## src/rtl/simple_io_pkg.sv

```systemverilog
// Shared types and constants for the SIMPLE core's I/O responders.
package simple_io_pkg;

  typedef enum logic [1:0] {
    StIdle,
    StStart,
    StData,
    StStop
  } tx_state_t;

  localparam logic START_BIT = 1'b0;
  localparam logic STOP_BIT  = 1'b1;

  localparam int unsigned BYTES_PER_WORD = 2;

endpackage

```

## src/rtl/simple_sync_fifo.sv

```systemverilog
// Single-clock FIFO; a push while full and a pop while empty are ignored.
module simple_sync_fifo #(
  parameter int unsigned DATA_W = 16,
  parameter int unsigned DEPTH  = 4
) (
  input  logic                         clk,
  input  logic                         rst,
  input  logic                         push,
  input  logic                         pop,
  input  logic [DATA_W-1:0]            din,
  output logic [DATA_W-1:0]            dout,
  output logic [$clog2(DEPTH+1)-1:0]   count,
  output logic                         full,
  output logic                         empty
);

  localparam int unsigned AW = $clog2(DEPTH);
  localparam int unsigned CW = $clog2(DEPTH + 1);

  logic [DATA_W-1:0] mem [DEPTH];
  logic [AW-1:0]     wr_ptr_q, rd_ptr_q;
  logic [CW-1:0]     count_q;
  logic              do_push, do_pop;

  // Full/empty come from the registered count, so a same-cycle pop never frees a slot.
  assign full    = (count_q == CW'(DEPTH));
  assign empty   = (count_q == '0);
  assign do_push = push & ~full;
  assign do_pop  = pop & ~empty;
  assign dout    = mem[rd_ptr_q];
  assign count   = count_q;

  always_ff @(posedge clk or negedge rst) begin
    if (!rst) begin
      wr_ptr_q <= '0;
      rd_ptr_q <= '0;
      count_q  <= '0;
    end else begin
      if (do_push) wr_ptr_q <= wr_ptr_q + AW'(1);
      if (do_pop)  rd_ptr_q <= rd_ptr_q + AW'(1);
      unique case ({do_push, do_pop})
        2'b10:   count_q <= count_q + CW'(1);
        2'b01:   count_q <= count_q - CW'(1);
        default: count_q <= count_q;
      endcase
    end
  end

  always_ff @(posedge clk) begin
    if (do_push) mem[wr_ptr_q] <= din;
  end

endmodule

```

## src/rtl/simple_out_port.sv

```systemverilog
// OUT-instruction responder: buffers 16-bit words and shifts them out as two
// UART frames (8N1, high byte first).
module simple_out_port
  import simple_io_pkg::*;
#(
  parameter int unsigned DATA_W       = 16,
  parameter int unsigned DEPTH        = 4,
  parameter int unsigned CLKS_PER_BIT = 434
) (
  input  logic                       clk,
  input  logic                       rst,
  input  logic                       out_en,
  input  logic [DATA_W-1:0]          out_data,
  output logic                       busy,
  output logic [$clog2(DEPTH+1)-1:0] fifo_count,
  output logic                       overflow,
  input  logic                       clr_ovf,
  output logic                       txd
);

  localparam int unsigned TW = $clog2(CLKS_PER_BIT);

  tx_state_t         state_q;
  logic [DATA_W-1:0] hold_q;
  logic              byte_sel_q;
  logic [2:0]        bit_idx_q;
  logic [TW-1:0]     timer_q;
  logic              txd_q;
  logic              overflow_q;

  logic [DATA_W-1:0] fifo_dout;
  logic              fifo_full, fifo_empty, pop;
  logic [7:0]        cur_byte;
  logic              bit_end, last_byte;

  simple_sync_fifo #(
    .DATA_W (DATA_W),
    .DEPTH  (DEPTH)
  ) u_fifo (
    .clk   (clk),
    .rst   (rst),
    .push  (out_en),
    .pop   (pop),
    .din   (out_data),
    .dout  (fifo_dout),
    .count (fifo_count),
    .full  (fifo_full),
    .empty (fifo_empty)
  );

  assign pop       = (state_q == StIdle) && !fifo_empty;
  assign cur_byte  = byte_sel_q ? hold_q[7:0] : hold_q[15:8];
  assign bit_end   = (timer_q == TW'(CLKS_PER_BIT - 1));
  assign last_byte = (byte_sel_q == 1'(BYTES_PER_WORD - 1));
  assign busy      = fifo_full;
  assign overflow  = overflow_q;
  assign txd       = txd_q;

  // txd is registered from the current state, so the line lags the FSM by one clock.
  always_ff @(posedge clk or negedge rst) begin
    if (!rst) begin
      state_q    <= StIdle;
      hold_q     <= '0;
      byte_sel_q <= 1'b0;
      bit_idx_q  <= '0;
      timer_q    <= '0;
      txd_q      <= STOP_BIT;
    end else begin
      timer_q <= timer_q + TW'(1);
      unique case (state_q)
        StIdle: begin
          txd_q   <= STOP_BIT;
          timer_q <= '0;
          if (!fifo_empty) begin
            hold_q     <= fifo_dout;
            byte_sel_q <= 1'b0;
            state_q    <= StStart;
          end
        end
        StStart: begin
          txd_q <= START_BIT;
          if (bit_end) begin
            timer_q   <= '0;
            bit_idx_q <= '0;
            state_q   <= StData;
          end
        end
        StData: begin
          txd_q <= cur_byte[bit_idx_q];
          if (bit_end) begin
            timer_q <= '0;
            if (bit_idx_q == 3'd7) state_q <= StStop;
            else                   bit_idx_q <= bit_idx_q + 3'd1;
          end
        end
        StStop: begin
          txd_q <= STOP_BIT;
          if (bit_end) begin
            timer_q <= '0;
            if (!last_byte) begin
              byte_sel_q <= 1'b1;
              state_q    <= StStart;
            end else begin
              state_q <= StIdle;
            end
          end
        end
        default: state_q <= StIdle;
      endcase
    end
  end

  // A dropped write takes priority over a same-cycle clear.
  always_ff @(posedge clk or negedge rst) begin
    if (!rst)                      overflow_q <= 1'b0;
    else if (out_en && fifo_full)  overflow_q <= 1'b1;
    else if (clr_ovf)              overflow_q <= 1'b0;
  end

endmodule

```

## config.mk

```make
export PLATFORM = sky130hd
export DESIGN_NAME = simple_out_port
export DESIGN_NICKNAME = d
export VERILOG_FILES = /design/src/rtl/simple_io_pkg.sv /design/src/rtl/simple_sync_fifo.sv /design/src/rtl/simple_out_port.sv
export SDC_FILE = /design/constraint.sdc
export NUM_CORES = 1
export LEC_CHECK = 0
export CAP_MARGIN = 20
export CORE_UTILIZATION = 59
export CTS_BUF_LIST = sky130_fd_sc_hd__clkbuf_16
export CTS_CLUSTER_DIAMETER = 100
export DETAILED_ROUTE_END_ITERATION = 8
export PLACE_DENSITY_LB_ADDON = 0.1
export SLEW_MARGIN = 10
export SYNTH_ARGS = -nofsm -noshare
export SYNTH_HDL_FRONTEND = slang
export SYNTH_SLANG_ARGS = --single-unit
export TNS_END_PERCENT = 100
```

## constraint.sdc

```tcl
create_clock -name clk -period 3.4 [get_ports clk]
set_input_delay 0.51 -clock clk [delete_from_list [all_inputs] [get_ports clk]]
set_output_delay 0.51 -clock clk [all_outputs]
set_load 0.03 [all_outputs]
```

; ---- Yosys cells after proc, flatten, opt, wreduce, memory -nomap -nowiden
; Memories as Yosys holds them, arrays and structs flattened. A register that Yosys moved wholly into a read port is not among the register bits.
; Index checks and enable logic that the tools add are counted.
[classes]
magnitude_cmp = 1
n_bitwise = 4
eq_ne = 14
reduce_logical = 16
add_sub_neg = 6
muxes = 25
[op_table]
columns = op, count
row1 = one-hot mux 9 bit (2 select lines), 1
row2 = inequality test 2 bit (second input constant), 6
row3 = one-hot mux 3 bit (2 select lines), 2
row4 = two-way mux 2 bit, 5
row5 = adder 9 x 1 -> 9 bit (second input constant), 1
row6 = equality test 9 bit (second input constant), 1
row7 = two-way mux 3 bit, 3
row8 = two-way mux 9 bit, 1
row9 = two-way mux 1 bit, 8
row10 = two-way mux 8 bit, 1
row11 = one-hot mux 2 bit (4 select lines), 1
row12 = nonzero test 2 bit, 4
row13 = adder 3 x 1 -> 3 bit (second input constant), 2
row14 = equality test 2 bit (second input constant), 3
row15 = equality test 3 bit (second input constant), 2
row16 = AND reduction 5 bit, 1
row17 = adder 2 x 1 -> 2 bit (second input constant), 2
row18 = equality test 2 x 1 -> 1 bit (second input constant), 2
row19 = less-than comparator 3 x 4 -> 1 bit (second input constant), 1
row20 = AND reduction 4 bit, 1
row21 = binary-select mux 1 bit (select 3 bit), 1
row22 = zero test 3 bit, 1
row23 = one-hot mux 1 bit (3 select lines), 1
row24 = AND reduction 3 bit, 1
row25 = 10 further kinds, 14
[word_totals]
register_bits = 24
out_inout_bits = 6
ram_bits = 64
mem_count = 1
[memory_table]
columns = memory, words, width, read_ports, rd_ports_with_merged_regs, wr, line
row1 = u_fifo.mem, 4, 16, 1, 1, 1, simple_sync_fifo.sv:20  ; logic [DATA_W-1:0] mem [DEPTH];

; ---- Logic depth before layout (Yosys ltp)
; Gate-level depths: netlist of the first run.
[depth]
depth_word = 6
ltp_mapped = 11

; ---- Cells and area by module
; Synthesis of the first run repeated with hierarchy kept, for this count alone.
[unflattened]
hier_cells = 259
area_unflattened_um2 = 4451.8
[by_module_without_submodules]
columns = module, n_inst, cells_per_inst, area_each_um2
row1 = simple_sync_fifo, 1, 121, 2775.2
row2 = simple_out_port, 1, 138, 1676.6

; ---- Least setup slack after synthesis of the first run
; No wires, ideal clock.
[synth_path]
path_type = flip-flop to flip-flop
start = register state_q[0]
end = register u_fifo.count_q[2] (netlist: u_fifo.count[2])
stages_incl_launch_ff = 12
arrival_time_ps = 2284
synth_period_minus_slack_ps = 2364
setup_time_ps = 80
path_slack_ps = 1036
n_path_buf = 2
path_cell_list = dfrtp_1 > inv_1 > ha_1 > nor2b_1 > buf_2 > buf_2 > ha_1 > inv_1 > fa_1 > xor2_1 > nor2_1 > xor2_1
[synth_via]
elab_chain_cells = 5
elab_cells_between_ends = 7
classes_between = eq/ne (2) / mux (1) / bitwise (1) / reduce/logical (3)
[synth_lines]
columns = element, line
row1 = from (decl), simple_out_port.sv:23  ; tx_state_t state_q;
row2 = from (signal assigned), simple_out_port.sv:62  ; state_q <= StIdle;
row3 = from (signal assigned), simple_out_port.sv:77  ; state_q <= StStart;
row4 = from (signal assigned), simple_out_port.sv:85  ; state_q <= StData;
row5 = zero test 2 bit *, simple_out_port.sv:51  ; assign pop = (state_q == StIdle) && !fifo_empty;
row6 = logical AND 1 bit *, simple_out_port.sv:51
row7 = named net pop, simple_out_port.sv:32  ; logic fifo_full, fifo_empty, pop;
row8 = bitwise AND 1 bit *, simple_sync_fifo.sv:29  ; assign do_pop = pop & ~empty;
row9 = equality test 2 x 1 -> 1 bit / equality test 2 bit (equally long branches), simple_sync_fifo.sv:41  ; unique case ({do_push, do_pop})
row10 = one-hot mux 3 bit (2 select lines) / nonzero test 2 bit (equally long branches), n/a
row11 = to (signal assigned), simple_sync_fifo.sv:42  ; 2'b10: count_q <= count_q + CW'(1);
row12 = to (signal assigned), simple_sync_fifo.sv:43  ; 2'b01: count_q <= count_q - CW'(1);
row13 = to (signal assigned), simple_sync_fifo.sv:44  ; default: count_q <= count_q;
row14 = to (decl), simple_sync_fifo.sv:22  ; logic [CW-1:0] count_q;
; The timed path passes the listed nets; every way through them passes the cells marked *.
; A chain may end at the register's enable or synchronous reset.

; ---- Worst setup path after layout of the first run
[layout_path]
start = register state_q[0]
end = register u_fifo.count_q[2] (netlist: u_fifo.count[2])
[layout_via]
elab_chain_cells = 5
elab_cells_between_ends = 7
classes_between = eq/ne (2) / mux (1) / bitwise (1) / reduce/logical (3)
[layout_lines]
columns = element, line
row1 = zero test 2 bit *, simple_out_port.sv:51
row2 = logical AND 1 bit *, simple_out_port.sv:51
row3 = bitwise AND 1 bit *, simple_sync_fifo.sv:29
row4 = equality test 2 x 1 -> 1 bit / equality test 2 bit (equally long branches), simple_sync_fifo.sv:41
row5 = one-hot mux 3 bit (2 select lines) / nonzero test 2 bit (equally long branches), n/a
; Mark *: on every way between the ends. The rest lies on a longest branch, timed or not.

==> flow_summary.json, run 1 <==
{
  "worstSetupPathType": "flip-flop to flip-flop",
  "syn-cell-area_mm2": 0.00438,
  "crit_required_ns": 3.66,
  "status": "completed",
  "synth_top_family_by_area": "multiplexers",
  "yosysTopAreaCell": "edfxtp_1",
  "hold_path.class": "primary input to asynchronous set/reset pin",
  "cap_viol_max_count": 0,
  "first_global_vias": 2164,
  "area_growth_pct": 14.4,
  "netlist-cell-type-count": 40,
  "max_freq_mhz": 419,
  "setup_viol": 0,
  "grt_max_degree": 41,
  "drive_above_1_share_pct": 20.2,
  "vias": 2191,
  "ioPinCount": 26,
  "synth-async-reset-ratio_pct": 38.5,
  "fin_skew_ns": 0.00820,
  "synth_xor_xnor_area_share_pct": 2.60,
  "worstSkewPairLatency_ns": 0.34,
  "arrival_ns": 2.65,
  "r2r-end": "u_fifo.count[2]",
  "root_buffer": "clkbuf_16",
  "cp_max_fo": 19,
  "synth-compound-area-share_pct": 3.11,
  "postCtsHoldBufs": 0,
  "cts_buffers": 9,
  "synth-simple-area-share_pct": 5.26,
  "hold_viol_final": 0,
  "grt_util_all_layers_pct": 19.9,
  "grt.overflow.total": 0,
  "r2r_slack_ns": 1.01,
  "synth_common_cells": "edfxtp_1, dfrtp_1, mux2_2, mux4_2",
  "drv_slew": 0,
  "synth.most_common_cell": "edfxtp_1",
  "synth_top_area_share_pct": 43.9,
  "drcViolationCount": 0,
  "cts.clk_slew.worst_paths_ns": 0.07,
  "synthAdderAreaFrac_pct": 4.46,
  "ant_nets": 0,
  "gp_congestion": 0.757,
  "die_area_mm2": 0.00777,
  "cts_resized": 0,
  "period_share_pct": 70.2,
  "syn-num-nets": 292,
  "cts_setup_buffers": 0,
  "rr_worst_depth": 10,
  "syn_inst": 257,
  "n_antenna_cell": 0,
  "die_w_um": 88.2,
  "layout_min_cycle_time_ns": 2.39,
  "fin_setup_tns_ns": 0,
  "cts_max_path_buffers": 2,
  "start_kind": "flip-flop",
  "port_buffers": 25,
  "pwr_density_cell_mw_per_mm2": 846,
  "synth-edff-count": 64,
  "ys_ff_latch": 104,
  "dp_hpwl_um": 4490,
  "r2r_start": "state_q[0]",
  "cts_max_level": 3,
  "p_leak_nw": 1.87,
  "grt_pass1_wl_um": 11000,
  "ys_dominant_reg_cell": "edfxtp_1",
  "totalWireLength_um": 6820,
  "crit_path_end_kind": "flip-flop",
  "ir_worst_vdd_mv": 0.419,
  "wl_per_cell_um": 17.4,
  "worstMarginPinSlew_ns": 0.886,
  "coreArea_mm2": 0.00721,
  "avgViaCountPerCell": 5.60,
  "power_mw": 4.24,
  "grt_setup_unrepaired": "false",
  "seq_area_frac_synth_pct": 66.8,
  "drt_iter0_drc": 103,
  "nFillCells": 487,
  "antenna_found_initial": 0,
  "cts_tree": "done",
  "yosysWarnings": 0,
  "die_y_um": 88.2,
  "hold_ws_ns": 0.291,
  "start_util_pct": 60.7,
  "dr.pass1.iters": 5,
  "num_rows": 31,
  "timing.slew.headroom_pct": 40.9,
  "synth_area_per_cell_um2": 17.0,
  "synth.area.mux_share_pct": 15.6,
  "synth_area_leaders": "edfxtp_1, dfrtp_1, mux4_2, mux2_2, ha_1",
  "cts.sinks": 104,
  "nNetsFinal": 322
}
-- layout make-up --
| cell class | instances | area [um2] | area share (%) |
|---|---|---|---|
| multi-input cells | 131 | 1360 | 27.1 |
| flip-flops and latches | 104 | 2920 | 58.4 |
| well taps | 99 | 124 | 2.47 |
| clock inverters | 7 | 65.1 | 1.30 |
| repair buffers | 27 | 260 | 5.19 |
| inverters | 14 | 52.6 | 1.05 |
| clock buffers | 9 | 225 | 4.50 |
-- metrics by stage --
| step | area [um2] | util, % | cells | worst slack, ns |
|---|---|---|---|---|
| 2_1_floorplan | 4380 | - | 257 | 1.04 |
| 3_3_place_gp | 4720 | 65.4 | 375 | 0.940 |
| 3_5_place_dp | 4720 | 65.4 | 375 | 0.851 |
| 4_1_cts | 5010 | 69.4 | 391 | 1.01 |
| 5_1_grt | 5010 | 69.4 | 391 | 0.765 |
| 6_report | 5010 | 69.4 | 391 | 1.01 |
-- registers in the layout (all words and copies together) (netlist names) --
name             cells
u_fifo.rd_ptr_q      2
byte_sel_q           1
txd                  1
timer_q              9
u_fifo.count         3
u_fifo.wr_ptr_q      2
hold_q              16
state_q              2
bit_idx_q            3
overflow             1
u_fifo.mem          64
-- metal layers --
metal  share of wire [%]  global-route usage (%)  routed length, um  vias up
met3                 3.7                    5.00                250        9
li1                    -                       -                  -     1029
met1                  46                    28.0               3130     1107
met5                   0                       0                  0        -
met2                  49                    30.9               3360       46
met4                 1.1                    6.89                 74        0
-- placed cells by master (no fill, tap or decap), types with 2 or more instances in the layout --
cell type and count:
and2_1 4, nand2_1 5, inv_1 15, or2_2 2, mux2_2 19, mux2i_1 3
xor2_1 4, a22o_1 5, nand3_1 3, inv_6 3, o21ai_0 2, clkdlybuf4s50_1 24
mux4_2 16, a2111oi_0 2, nor3_1 3, a21oi_1 5, xnor2_1 9, nor2_1 14
or3_1 2, ha_1 14, edfxtp_1 64, dfrtp_1 39, mux4_1 3, clkbuf_16 9
buf_4 2, nor2b_1 3
-- report_power, final --
group | switching [mW] | internal [mW] | total, mW
Clock | 0.468 | 0.513 | 0.981
Combinational | 0.657 | 0.696 | 1.35
Sequential | 0.189 | 1.72 | 1.91
Total | 1.31 | 2.93 | 4.24
-- logic make-up after synthesis --
logic type,Yosys count
compound gates,18
xor+xnor,13
fa+ha+maj,15
buf+inv,22
flops,104
mux,41
simple gates,44
-- worst max-delay path, cell delays in order (launching register included) --
cell and delay (ns):
dfrtp_1 0.42, inv_1 0.15, ha_1 0.26, nor2b_1 0.15
buf_4 0.28, ha_1 0.23, inv_1 0.06, fa_1 0.37
xor2_1 0.15, nor2_1 0.11, xor2_1 0.14
-- worst max path at each step --
stage	depth (start not counted)	endpoint	startpoint
finish	10	u_fifo.count[2]	state_q[0]
global route	10	u_fifo.count[2]	state_q[0]
CTS	10	u_fifo.count[2]	state_q[0]
detailed placement	3	u_fifo.mem[0][0]	out_en
global placement	3	u_fifo.mem[0][0]	out_en
floorplan	11	u_fifo.count[2]	state_q[0]
(Power assumes the default switching activity.)
==> run 2: changes to the inputs <==
==> constraint.sdc (replaced) <==
create_clock -name clk -period 2.33 [get_ports clk]
set_input_delay 0.3495 -clock clk [delete_from_list [all_inputs] [get_ports clk]]
set_output_delay 0.3495 -clock clk [all_outputs]
set_load 0.03 [all_outputs]
==> run 2 against run 1 <==
Worst setup slack got worse by 0.80 ns; hold slack got worse by 0.18 ns; die area unchanged; combinational power increased by 56%; critical endpoint unchanged; non-clock buffer count increased by 7; clock-buffer cell count unchanged; via count increased by 1.0%; sequential cell count unchanged; largest cell class unchanged; clock power increased by 48%; largest power group unchanged.
==> flow_summary.json, run 2 (synthesis results as in run 1) <==
{
  "status": "completed",
  "crit_family": "adder cells",
  "totalWireLength_um": 6830,
  "first_global_vias": 2156,
  "fin_setup_tns_ns": 0,
  "cts_setup_buffers": 0,
  "vias": 2214,
  "root_buffer": "clkbuf_16",
  "grt_max_degree": 41,
  "drive_above_1_share_pct": 22.1,
  "p_seq_share_pct": 43.4,
  "grt.overflow.total": 0,
  "grt_pass1_wl_um": 11000,
  "path_cells": "inv_1 > ha_1 > nor2b_1 > ha_1 > inv_1 > fa_1 > xor2_1 > nor2_1 > xor2_1",
  "die_y_um": 88.2,
  "cts_tree": "done",
  "start_kind": "flip-flop",
  "n_antenna_cell": 0,
  "swShare_pct": 31.1,
  "wl_per_cell_um": 17.2,
  "postCtsHoldBufs": 0,
  "crit_required_ns": 2.60,
  "p_leak_nw": 1.90,
  "setup_viol": 0,
  "arrival_ns": 2.38,
  "hold_viol_final": 0,
  "largest_reg_flops": 64,
  "dp_hpwl_um": 4600,
  "cts.clk_slew.worst_paths_ns": 0.07,
  "nNetsFinal": 329,
  "die_w_um": 88.2,
  "cts_buffers": 9,
  "cts.sinks": 104,
  "max_stage_delay_ns": 0.42,
  "cp_max_fo": 5,
  "worstSkewPairLatency_ns": 0.35,
  "nFillCells": 502,
  "drv_slew": 0,
  "switchingPower_mw": 1.95,
  "post-route-util_pct": 70.2,
  "antenna_found_initial": 0,
  "num_rows": 31,
  "area_growth_pct": 15.7,
  "drt_iter0_drc": 59,
  "period_share_pct": 90.9,
  "timing.slew.headroom_pct": 40.1,
  "port_buffers": 25,
  "crit_slowest_cell": "dfrtp_1",
  "ioPinCount": 26,
  "internal-power_mw": 4.32,
  "gp_congestion": 0.714,
  "r2r_slack_ns": 0.21,
  "grt_setup_unrepaired": "false",
  "worstMarginPinSlew_ns": 0.898,
  "max_freq_mhz": 472,
  "crit_path_end_kind": "flip-flop",
  "final_cell_mix": "edfxtp_1, dfrtp_1, clkdlybuf4s50_1",
  "fin_skew_ns": 0.00691,
  "cts_resized": 0,
  "cts_max_path_buffers": 2,
  "avgViaCountPerCell": 5.56,
  "ir_worst_vdd_mv": 0.648,
  "start_util_pct": 60.7,
  "pwr-share-clk_pct": 23.1,
  "coreArea_mm2": 0.00721,
  "worstSetupPathType": "flip-flop to flip-flop",
  "reg_top3": "u_fifo.mem: 64 flops, hold_q: 16 flops, timer_q: 9 flops",
  "layout_min_cycle_time_ns": 2.12,
  "crit_buf_inv": 2,
  "dr.pass1.iters": 6,
  "die_area_mm2": 0.00777,
  "pwr-share-comb_pct": 33.5,
  "grt_util_all_layers_pct": 20.0,
  "cts_max_level": 3,
  "largest-register": "u_fifo.mem",
  "layout_commonest_cell": "edfxtp_1",
  "cap_viol_max_count": 0,
  "hold_path.class": "primary input to asynchronous set/reset pin",
  "ant_nets": 0,
  "drcViolationCount": 0,
  "pwr_density_cell_mw_per_mm2": 1240
}
==> run 2: cell count changes in the layout (fill, tap and decap cells not counted), sizes merged <==
cell	change
buf	+7
clkinv	+1
inv	-1
==> run 2: power groups by stage <==
stage	registers, mW	clock network [mW]	logic, mW
3_5_place_dp	2.77	0	2.14
6_report	2.72	1.45	2.10
3_3_place_gp	2.74	0	2.08
5_1_grt	2.78	1.54	2.31
4_1_cts	2.73	1.48	2.15
2_1_floorplan	2.77	0	1.51
==> run 2: final timing paths <==
path | end | from | cells past startpoint
setup reg to reg | u_fifo.count[2] | state_q[0] | 9
max in group asynchronous | hold_q[5] | rst | 1
min in group clk | hold_q[0] | hold_q[0] | 1
hold reg to reg | hold_q[0] | hold_q[0] | 1
setup / recovery | u_fifo.count[2] | state_q[0] | 9
hold / removal | hold_q[13] | rst | 1
==> run 2: routing by layer <==
| layer | global-route usage [%] | up-vias | routed length (um) |
|---|---|---|---|
| met4 | 7.04 | 0 | 99 |
| met3 | 6.50 | 9 | 269 |
| met2 | 30.5 | 37 | 3310 |
| met1 | 27.4 | 1123 | 3150 |
| li1 | - | 1045 | - |
| met5 | 0 | - | 0 |
==> run 2: stage by stage <==
step / hold slack (ns) / setup WS (ns) / total power [mW] / cells / area [um2]
after global placement: 0.485 / 0.322 / 4.82 / 382 / 4770
after floorplan: 0.0539 / 0.0216 / 4.28 / 257 / 4380
after CTS: 0.163 / 0.181 / 6.36 / 398 / 5060
after global routing: 0.205 / 0.0406 / 6.63 / 398 / 5060
after detailed placement: 0.494 / 0.200 / 4.91 / 382 / 4770
final: 0.111 / 0.213 / 6.27 / 398 / 5060
==> run 2: layout make-up <==
| type | instances | area, um2 | area share, % |
|---|---|---|---|
| well taps | 99 | 124 | 2.45 |
| clock inverters | 7 | 67.6 | 1.33 |
| inverters | 14 | 52.6 | 1.04 |
| repair buffers | 34 | 313 | 6.18 |
| flip-flops and latches | 104 | 2920 | 57.7 |
| multi-input cells | 131 | 1360 | 26.8 |
| clock buffers | 9 | 225 | 4.45 |
==> run 2: worst register-to-register path: cells and delay by family (launching register included) <==
kind	cells	cell delay, ns
xor gates and xnor gates	2	0.32
DFF	1	0.42
and+or+nand+nor	2	0.33
adders and majority gates	3	0.77
buffers and inverters	2	0.21
==> run 3: changes to the inputs <==
--- a/config.mk
+++ b/config.mk
@@ -11,6 +11,7 @@
 export CTS_CLUSTER_DIAMETER = 100
 export DETAILED_ROUTE_END_ITERATION = 8
 export PLACE_DENSITY_LB_ADDON = 0.1
+export SKIP_LAST_GASP = 1
 export SLEW_MARGIN = 10
 export SYNTH_ARGS = -nofsm -noshare
 export SYNTH_HDL_FRONTEND = slang
==> results of run 3 <==
Final layout, timing and power as in run 2 (identical DEF).
